$ cat src/rtl/pl_hazard_ctrl_if.sv
`default_nettype none
// ============================================================================
// Module      : pl_hazard_ctrl_if
// Description : Pipeline-to-hazard-controller bundle. Carries the stage
//               hazard inputs, the per-stage load enables, the bubble
//               flushes, the halted flag and the stall-cycle count.
//               master = pipeline side, slave = hazard controller.
// Revision    : 1.0 - initial release
// ============================================================================
interface pl_hazard_ctrl_if #(
   parameter int CNT_W = 16
);
   logic             ihit;
   logic             dmem_req;
   logic             dhit;
   logic             idex_MemRead;
   logic [4:0]       idex_rt;
   logic [4:0]       ifid_rs;
   logic [4:0]       ifid_rt;
   logic             ifid_uses_rt;
   logic             branch_taken;
   logic             halt_in;
   logic             pc_WEN;
   logic             ifid_WEN;
   logic             idex_WEN;
   logic             exmem_WEN;
   logic             memwb_WEN;
   logic             ifid_flush;
   logic             idex_flush;
   logic             exmem_flush;
   logic             halted;
   logic [CNT_W-1:0] stall_cycles;

   modport master (
      output ihit, dmem_req, dhit, idex_MemRead, idex_rt, ifid_rs, ifid_rt,
             ifid_uses_rt, branch_taken, halt_in,
      input  pc_WEN, ifid_WEN, idex_WEN, exmem_WEN, memwb_WEN,
             ifid_flush, idex_flush, exmem_flush, halted, stall_cycles
   );

   modport slave (
      input  ihit, dmem_req, dhit, idex_MemRead, idex_rt, ifid_rs, ifid_rt,
             ifid_uses_rt, branch_taken, halt_in,
      output pc_WEN, ifid_WEN, idex_WEN, exmem_WEN, memwb_WEN,
             ifid_flush, idex_flush, exmem_flush, halted, stall_cycles
   );
endinterface
`default_nettype wire

$ cat src/rtl/pl_hazard_ctrl.sv
`default_nettype none
// ============================================================================
// Module      : pl_hazard_ctrl
// Description : Five-stage pipeline hazard controller. Produces the stage
//               register load enables and bubble flushes from the memory
//               wait, branch redirect, load-use and fetch wait conditions,
//               and latches a sticky HALTED state.
//               Optional macro HAZARD_PERF_CNT_EN adds a saturating count
//               of cycles in which the PC was held.
// Revision    : 1.0 - initial release
// ============================================================================
module pl_hazard_ctrl #(
   parameter int CNT_W = 16
) (
   input  wire              CLK,
   input  wire              RST,
   pl_hazard_ctrl_if.slave  hz
);

   typedef enum logic [1:0] {
      RUN      = 2'd0,
      MEM_WAIT = 2'd1,
      HALTED   = 2'd2
   } state_t;

   state_t state_q, state_d;
   logic   halted_q, halted_d;

   // Enables packed as {pc, ifid, idex, exmem, memwb}; flushes as {ifid, idex, exmem}
   logic [4:0] wen;
   logic [2:0] flush;
   logic       load_use;
   logic       mem_wait;

   // Hazard detection; a load to r0 never creates a dependency
   always_comb begin
      load_use = hz.idex_MemRead && (hz.idex_rt != 5'd0) &&
                 ((hz.idex_rt == hz.ifid_rs) ||
                  (hz.ifid_uses_rt && (hz.idex_rt == hz.ifid_rt)));
      mem_wait = hz.dmem_req && !hz.dhit;
   end

   // Enables, flushes and next state by priority: halted > mem wait > branch > load-use > fetch wait
   always_comb begin
      wen     = 5'b11111;
      flush   = 3'b000;
      state_d = state_q;
      if (RST) begin
         wen     = 5'b00000;
         flush   = 3'b111;
         state_d = RUN;
      end else begin
         case (state_q)
            HALTED: begin
               wen = 5'b00000;
            end
            MEM_WAIT: begin
               if (hz.dhit) begin
                  state_d = RUN;
               end else begin
                  wen = 5'b00000;
               end
            end
            default: begin
               if (mem_wait) begin
                  wen     = 5'b00000;
                  state_d = MEM_WAIT;
               end else begin
                  if (hz.branch_taken) begin
                     flush = 3'b111;
                  end else if (load_use || !hz.ihit) begin
                     // Hold PC and IF/ID, inject a bubble into ID/EX
                     wen   = 5'b00111;
                     flush = 3'b010;
                  end
                  // HALT retires its cycle normally, then the pipe freezes
                  if (hz.halt_in) begin
                     state_d = HALTED;
                  end
               end
            end
         endcase
      end
      halted_d = (state_d == HALTED);
   end

   // State and registered halted flag
   always_ff @(posedge CLK) begin
      if (RST) begin
         state_q  <= RUN;
         halted_q <= 1'b0;
      end else begin
         state_q  <= state_d;
         halted_q <= halted_d;
      end
   end

   assign hz.pc_WEN      = wen[4];
   assign hz.ifid_WEN    = wen[3];
   assign hz.idex_WEN    = wen[2];
   assign hz.exmem_WEN   = wen[1];
   assign hz.memwb_WEN   = wen[0];
   assign hz.ifid_flush  = flush[2];
   assign hz.idex_flush  = flush[1];
   assign hz.exmem_flush = flush[0];
   assign hz.halted      = halted_q;

`ifdef HAZARD_PERF_CNT_EN
   logic [CNT_W-1:0] stall_cycles_q, stall_cycles_d;

   // Count PC-hold cycles while not halted, sticking at all-ones
   always_comb begin
      stall_cycles_d = stall_cycles_q;
      if ((state_q != HALTED) && !wen[4] && (stall_cycles_q != {CNT_W{1'b1}})) begin
         stall_cycles_d = stall_cycles_q + {{(CNT_W-1){1'b0}}, 1'b1};
      end
   end

   // Counter register
   always_ff @(posedge CLK) begin
      if (RST) begin
         stall_cycles_q <= {CNT_W{1'b0}};
      end else begin
         stall_cycles_q <= stall_cycles_d;
      end
   end

   assign hz.stall_cycles = stall_cycles_q;
`else
   assign hz.stall_cycles = {CNT_W{1'b0}};
`endif

endmodule
`default_nettype wire

$ cat src/flat_wrapper.sv
// flat-port wrapper written by rule: the top's interface ports become plain ports
module pl_hazard_ctrl_flat 
#(
   parameter int CNT_W = 16
)
  (CLK, RST, hz_ihit, hz_dmem_req, hz_dhit, hz_idex_MemRead, hz_idex_rt, hz_ifid_rs, hz_ifid_rt, hz_ifid_uses_rt, hz_branch_taken, hz_halt_in, hz_pc_WEN, hz_ifid_WEN, hz_idex_WEN, hz_exmem_WEN, hz_memwb_WEN, hz_ifid_flush, hz_idex_flush, hz_exmem_flush, hz_halted, hz_stall_cycles);
  pl_hazard_ctrl_if #(.CNT_W(CNT_W)) hz_i ();
  input  wire CLK;
  input  wire RST;
  input wire logic [$bits(hz_i.ihit)-1:0] hz_ihit;
  input wire logic [$bits(hz_i.dmem_req)-1:0] hz_dmem_req;
  input wire logic [$bits(hz_i.dhit)-1:0] hz_dhit;
  input wire logic [$bits(hz_i.idex_MemRead)-1:0] hz_idex_MemRead;
  input wire logic [$bits(hz_i.idex_rt)-1:0] hz_idex_rt;
  input wire logic [$bits(hz_i.ifid_rs)-1:0] hz_ifid_rs;
  input wire logic [$bits(hz_i.ifid_rt)-1:0] hz_ifid_rt;
  input wire logic [$bits(hz_i.ifid_uses_rt)-1:0] hz_ifid_uses_rt;
  input wire logic [$bits(hz_i.branch_taken)-1:0] hz_branch_taken;
  input wire logic [$bits(hz_i.halt_in)-1:0] hz_halt_in;
  output wire logic [$bits(hz_i.pc_WEN)-1:0] hz_pc_WEN;
  output wire logic [$bits(hz_i.ifid_WEN)-1:0] hz_ifid_WEN;
  output wire logic [$bits(hz_i.idex_WEN)-1:0] hz_idex_WEN;
  output wire logic [$bits(hz_i.exmem_WEN)-1:0] hz_exmem_WEN;
  output wire logic [$bits(hz_i.memwb_WEN)-1:0] hz_memwb_WEN;
  output wire logic [$bits(hz_i.ifid_flush)-1:0] hz_ifid_flush;
  output wire logic [$bits(hz_i.idex_flush)-1:0] hz_idex_flush;
  output wire logic [$bits(hz_i.exmem_flush)-1:0] hz_exmem_flush;
  output wire logic [$bits(hz_i.halted)-1:0] hz_halted;
  output wire logic [$bits(hz_i.stall_cycles)-1:0] hz_stall_cycles;
  assign hz_i.ihit = hz_ihit;
  assign hz_i.dmem_req = hz_dmem_req;
  assign hz_i.dhit = hz_dhit;
  assign hz_i.idex_MemRead = hz_idex_MemRead;
  assign hz_i.idex_rt = hz_idex_rt;
  assign hz_i.ifid_rs = hz_ifid_rs;
  assign hz_i.ifid_rt = hz_ifid_rt;
  assign hz_i.ifid_uses_rt = hz_ifid_uses_rt;
  assign hz_i.branch_taken = hz_branch_taken;
  assign hz_i.halt_in = hz_halt_in;
  assign hz_pc_WEN = hz_i.pc_WEN;
  assign hz_ifid_WEN = hz_i.ifid_WEN;
  assign hz_idex_WEN = hz_i.idex_WEN;
  assign hz_exmem_WEN = hz_i.exmem_WEN;
  assign hz_memwb_WEN = hz_i.memwb_WEN;
  assign hz_ifid_flush = hz_i.ifid_flush;
  assign hz_idex_flush = hz_i.idex_flush;
  assign hz_exmem_flush = hz_i.exmem_flush;
  assign hz_halted = hz_i.halted;
  assign hz_stall_cycles = hz_i.stall_cycles;
  pl_hazard_ctrl #(.CNT_W(CNT_W)) u_core (.CLK(CLK), .RST(RST), .hz(hz_i));
endmodule
$ cat config.mk
export PLATFORM = sky130hd
export DESIGN_NAME = pl_hazard_ctrl_flat
export DESIGN_NICKNAME = d
export VERILOG_FILES = /design/src/rtl/pl_hazard_ctrl_if.sv /design/src/rtl/pl_hazard_ctrl.sv /design/src/flat_wrapper.sv
export SDC_FILE = /design/constraint.sdc
export NUM_CORES = 1
export LEC_CHECK = 0
export ABC_CLOCK_PERIOD_IN_PS = 3440
export CAP_MARGIN = 20
export CORE_MARGIN = 10
export CORE_UTILIZATION = 34
export CTS_BUF_LIST = sky130_fd_sc_hd__clkbuf_2
export CTS_CLUSTER_SIZE = 24
export DETAILED_ROUTE_END_ITERATION = 12
export HOLD_SLACK_MARGIN = 0.06
export PLACE_DENSITY = 0.94
export SLEW_MARGIN = 20
export SYNTH_ARGS = -nofsm -noshare
export SYNTH_HDL_FRONTEND = slang
export SYNTH_SLANG_ARGS = --single-unit
$ cat constraint.sdc
create_clock -name CLK -period 3.44 [get_ports CLK]
set_input_delay 0.688 -clock CLK [delete_from_list [all_inputs] [get_ports CLK]]
set_output_delay 0.688 -clock CLK [all_outputs]
set_load 0.01 [all_outputs]
==> results of run 1 <==
-- routing by layer --
layer / part of all wire, % / vias up / global-route usage, %
met1: 40 / 236 / 8.11
li1: - / 267 / -
met4: 0 / 0 / 2.88
met2: 45 / 32 / 14.1
met3: 15 / 0 / 3.65
met5: 0 / - / 0
-- cells in the final DEF (no fill, tap or decap), drive strengths merged, types with 2 or more instances in the layout --
cell type / count
ha: 2
conb: 16
and2: 2
inv: 4
nor2: 4
dlymetal6s2s: 3
a31oi: 2
o21ai: 2
clkbuf: 4
clkdlybuf4s50: 29
dfxtp: 3
buf: 3
nand2b: 3
a21oi: 2
xor2: 9
-- worst max-delay path: stages --
cell,delay [ps]
clkdlybuf4s50_1,470
or4_1,540
o21ai_2,160
or3b_1,120
o21ba_1,130
dlymetal6s2s_1,170
-- kinds of logic after synthesis --
logic type               after synthesis
flip-flops                             3
buffers and inverters                 25
AND/OR/NAND/NOR                       15
XOR/XNOR                              10
AO/OA/AOI/OAI                         14
adder cells (fa/ha/maj)                2
other                                  1
-- cell type report --
type                            instances  area, µm²
Fill cell                             133        664
Multi-Input combinational cell         57        359
Timing Repair Buffer                   35        350
Sequential cell                         3       60.1
Clock buffer                            4       20.0
Tap cell                               16       20.0
Inverter                                4       15.0
-- power by group --
part | internal (W) | total (W) | leakage, nW | switching (W)
clock network | 0.0000307 | 0.0000475 | 0.0166 | 0.0000168
logic | 0.0000666 | 0.000121 | 0.348 | 0.0000541
registers | 0.0000391 | 0.0000415 | 0.0247 | 0.00000243
total | 0.000136 | 0.000210 | 0.389 | 0.0000734
-- registers in the layout, summed over array words and instances, names as in the netlist --
signal,flops
u_core.hz.halted,1
u_core.state_q,2
-- how the worst min path moves through the flow --
stage                           start           endpoint  slack [ps]
floorplan           u_core.state_q[1]  u_core.state_q[1]         580
detailed placement  u_core.state_q[1]  u_core.state_q[1]         620
finish              u_core.state_q[1]  u_core.state_q[1]         630
global route        u_core.state_q[1]  u_core.state_q[1]         670
global placement    u_core.state_q[1]  u_core.state_q[1]         620
CTS                 u_core.state_q[1]  u_core.state_q[1]         630
-- per-stage QoR --
step / setup slack [ps] / area [µm²]
floorplan: 986 / 589
global placement: 80.2 / 797
detailed placement: 51.7 / 797
CTS: 58.4 / 817
global route: 323 / 825
finish: 466 / 825
==> key figures, run 1 <==
Global route
  • GRT overflow: 0
  • GR Util All Layers: 8.04%
  • Maximum number of pins on one net before global-route repair: 11
  • Number of global-route vias before repair: 536
  • First-pass GRT wire length: 2280 µm
  • Initial antenna violation count: 0

Floorplan
  • Chip width: 59.6 µm
  • FP Rows: 14
  • Core ar.: 1490 µm²
  • Boundary pin count: 49
  • Die extent in y: 59.6 µm
  • Initial core utilization: 35.8%
  • Die Area: 3550 µm²

Placed design
  • Final HPWL DP: 1420 µm
  • Port Buf Inserts: 32
  • Placed cells: 115
  • RD Place Congestion: 0.739

Worst setup path
  • Worst path required time: 2750 ps
  • Crit path launch: hz_idex_rt[2]
  • Reg2reg setup slack: 1900 ps
  • Reg2reg start: u_core.state_q[0]
  • Crit. End Element: primary output
  • Reg2reg end: u_core.hz.halted
  • Crit path capture: hz_ifid_WEN
  • Startpoint Class: input port
  • WP data arrival: 2290 ps
  • Crit-path max FO: 3
  • R2R depth: 5
  • WS Path Type: in -> out

Synthesis
  • Syn Inst Count: 70
  • Biggest area consumer among synthesized cells: buf_4
  • Post-Synth XOR/XNOR Area: 16.4%
  • Count leader, synth: buf_4
  • Yosys warning total: 0
  • Combinational family with the most area after synthesis: buffers and inverters
  • EDFF count, synth: 0
  • Synth Register Bits: 3
  • Asr flop ratio synth: 0%
  • Mux contribution to synthesized area: 0%
  • Unique masters post-synth: 29
  • Compound-Gate Fraction of Synth Area: 19.5%
  • Sequential area share after synthesis: 11.3%
  • Synth area leaders: buf_4, xor2_1, dfxtp_1, ha_1, nand2b_1
  • Simple-Gate Fraction of Synth Area: 15.5%
  • Synthesized cell area: 533 µm²
  • Post-synth top area share: 28.2%
  • Commonest cells post-synth: buf_4, xor2_1, inv_1, nor2_1
  • Post-Synth Adder-Cell Area: 4.69%
  • Ys flop type: dfxtp_1
  • Avg Cell Area, Syn: 7.61 µm²

Final layout
  • Post-Layout Cell Count: 119
  • Area delta synth->final: 54.7%
  • Share of cells above drive strength 1: 7.77%
  • Layout Nets: 130
  • Utilization after layout: 55.4%
  • ANT cells: 0

Clocking
  • H-tree depth: 1
  • Clk Tree Root Cell: clkbuf_2
  • Hold-fix buffers, CTS: 0
  • CTS tree: done
  • Post-cts resize count: 0
  • CTS Sinks: 3
  • CTS buffer count: 3
  • Max Buffers Root-to-Sink: 2
  • Worst skew pair latency: 190 ps
  • Setup Fix Bufs, Post-CTS: 0
  • Clk slew on worst S/H paths: 40 ps

STA
  • Final Max Slew Viols: 0
  • RSZ-0062 raised after global routing: false
  • Max frequency: 0.336 GHz
  • Endpoints failing setup: 0
  • Setup TNS: 0 ps
  • Final Skew: 0.0194 ps
  • Hold_ws: 626 ps
  • Final hold viol count: 0
  • Crit share post-route: 86.5%
  • Fin crit period: 2970 ps

Drt
  • ANT nets after route: 0
  • Starting DRT DRC Count: 8
  • DRC violations left: 0
  • Final WL: 1600 µm
  • Vias post-DR: 535
  • WL/cell: 13.4 µm
  • Vias per cell: 4.50
  • Pre-Repair DR Iteration Count: 2

Power and ir drop
  • PwrDens: 254 nW/µm²
  • Static leakage: 0.389 nW
  • Worst vdd ir: 0.256 mV
  • Tot Pwr: 0.000210 W

Min path
  • Min-delay worst type: reg -> reg
  • Hold depth: 2

Job
  • Max_cap viols: 0

Status
  • Status: completed
No activity file was read; power rests on OpenSTA's default activity.
==> run 2: changes to the inputs <==
--- a/config.mk
+++ b/config.mk
@@ -12,9 +12,9 @@
 export CTS_BUF_LIST = sky130_fd_sc_hd__clkbuf_2
 export CTS_CLUSTER_SIZE = 24
 export DETAILED_ROUTE_END_ITERATION = 12
+export GPL_TIMING_DRIVEN = 1
 export HOLD_SLACK_MARGIN = 0.06
 export PLACE_DENSITY = 0.94
-export SLEW_MARGIN = 20
 export SYNTH_ARGS = -nofsm -noshare
 export SYNTH_HDL_FRONTEND = slang
 export SYNTH_SLANG_ARGS = --single-unit
==> results of run 2 <==
No change in the layout: final DEF, timing and power equal those of run 1.
==> run 3: changes to the inputs <==
--- a/config.mk
+++ b/config.mk
@@ -15,6 +15,7 @@
 export GPL_TIMING_DRIVEN = 1
 export HOLD_SLACK_MARGIN = 0.06
 export PLACE_DENSITY = 0.94
+export SLEW_MARGIN = 40
 export SYNTH_ARGS = -nofsm -noshare
 export SYNTH_HDL_FRONTEND = slang
 export SYNTH_SLANG_ARGS = --single-unit
==> results of run 3 <==
No change in the layout: final DEF, timing and power equal those of run 1.
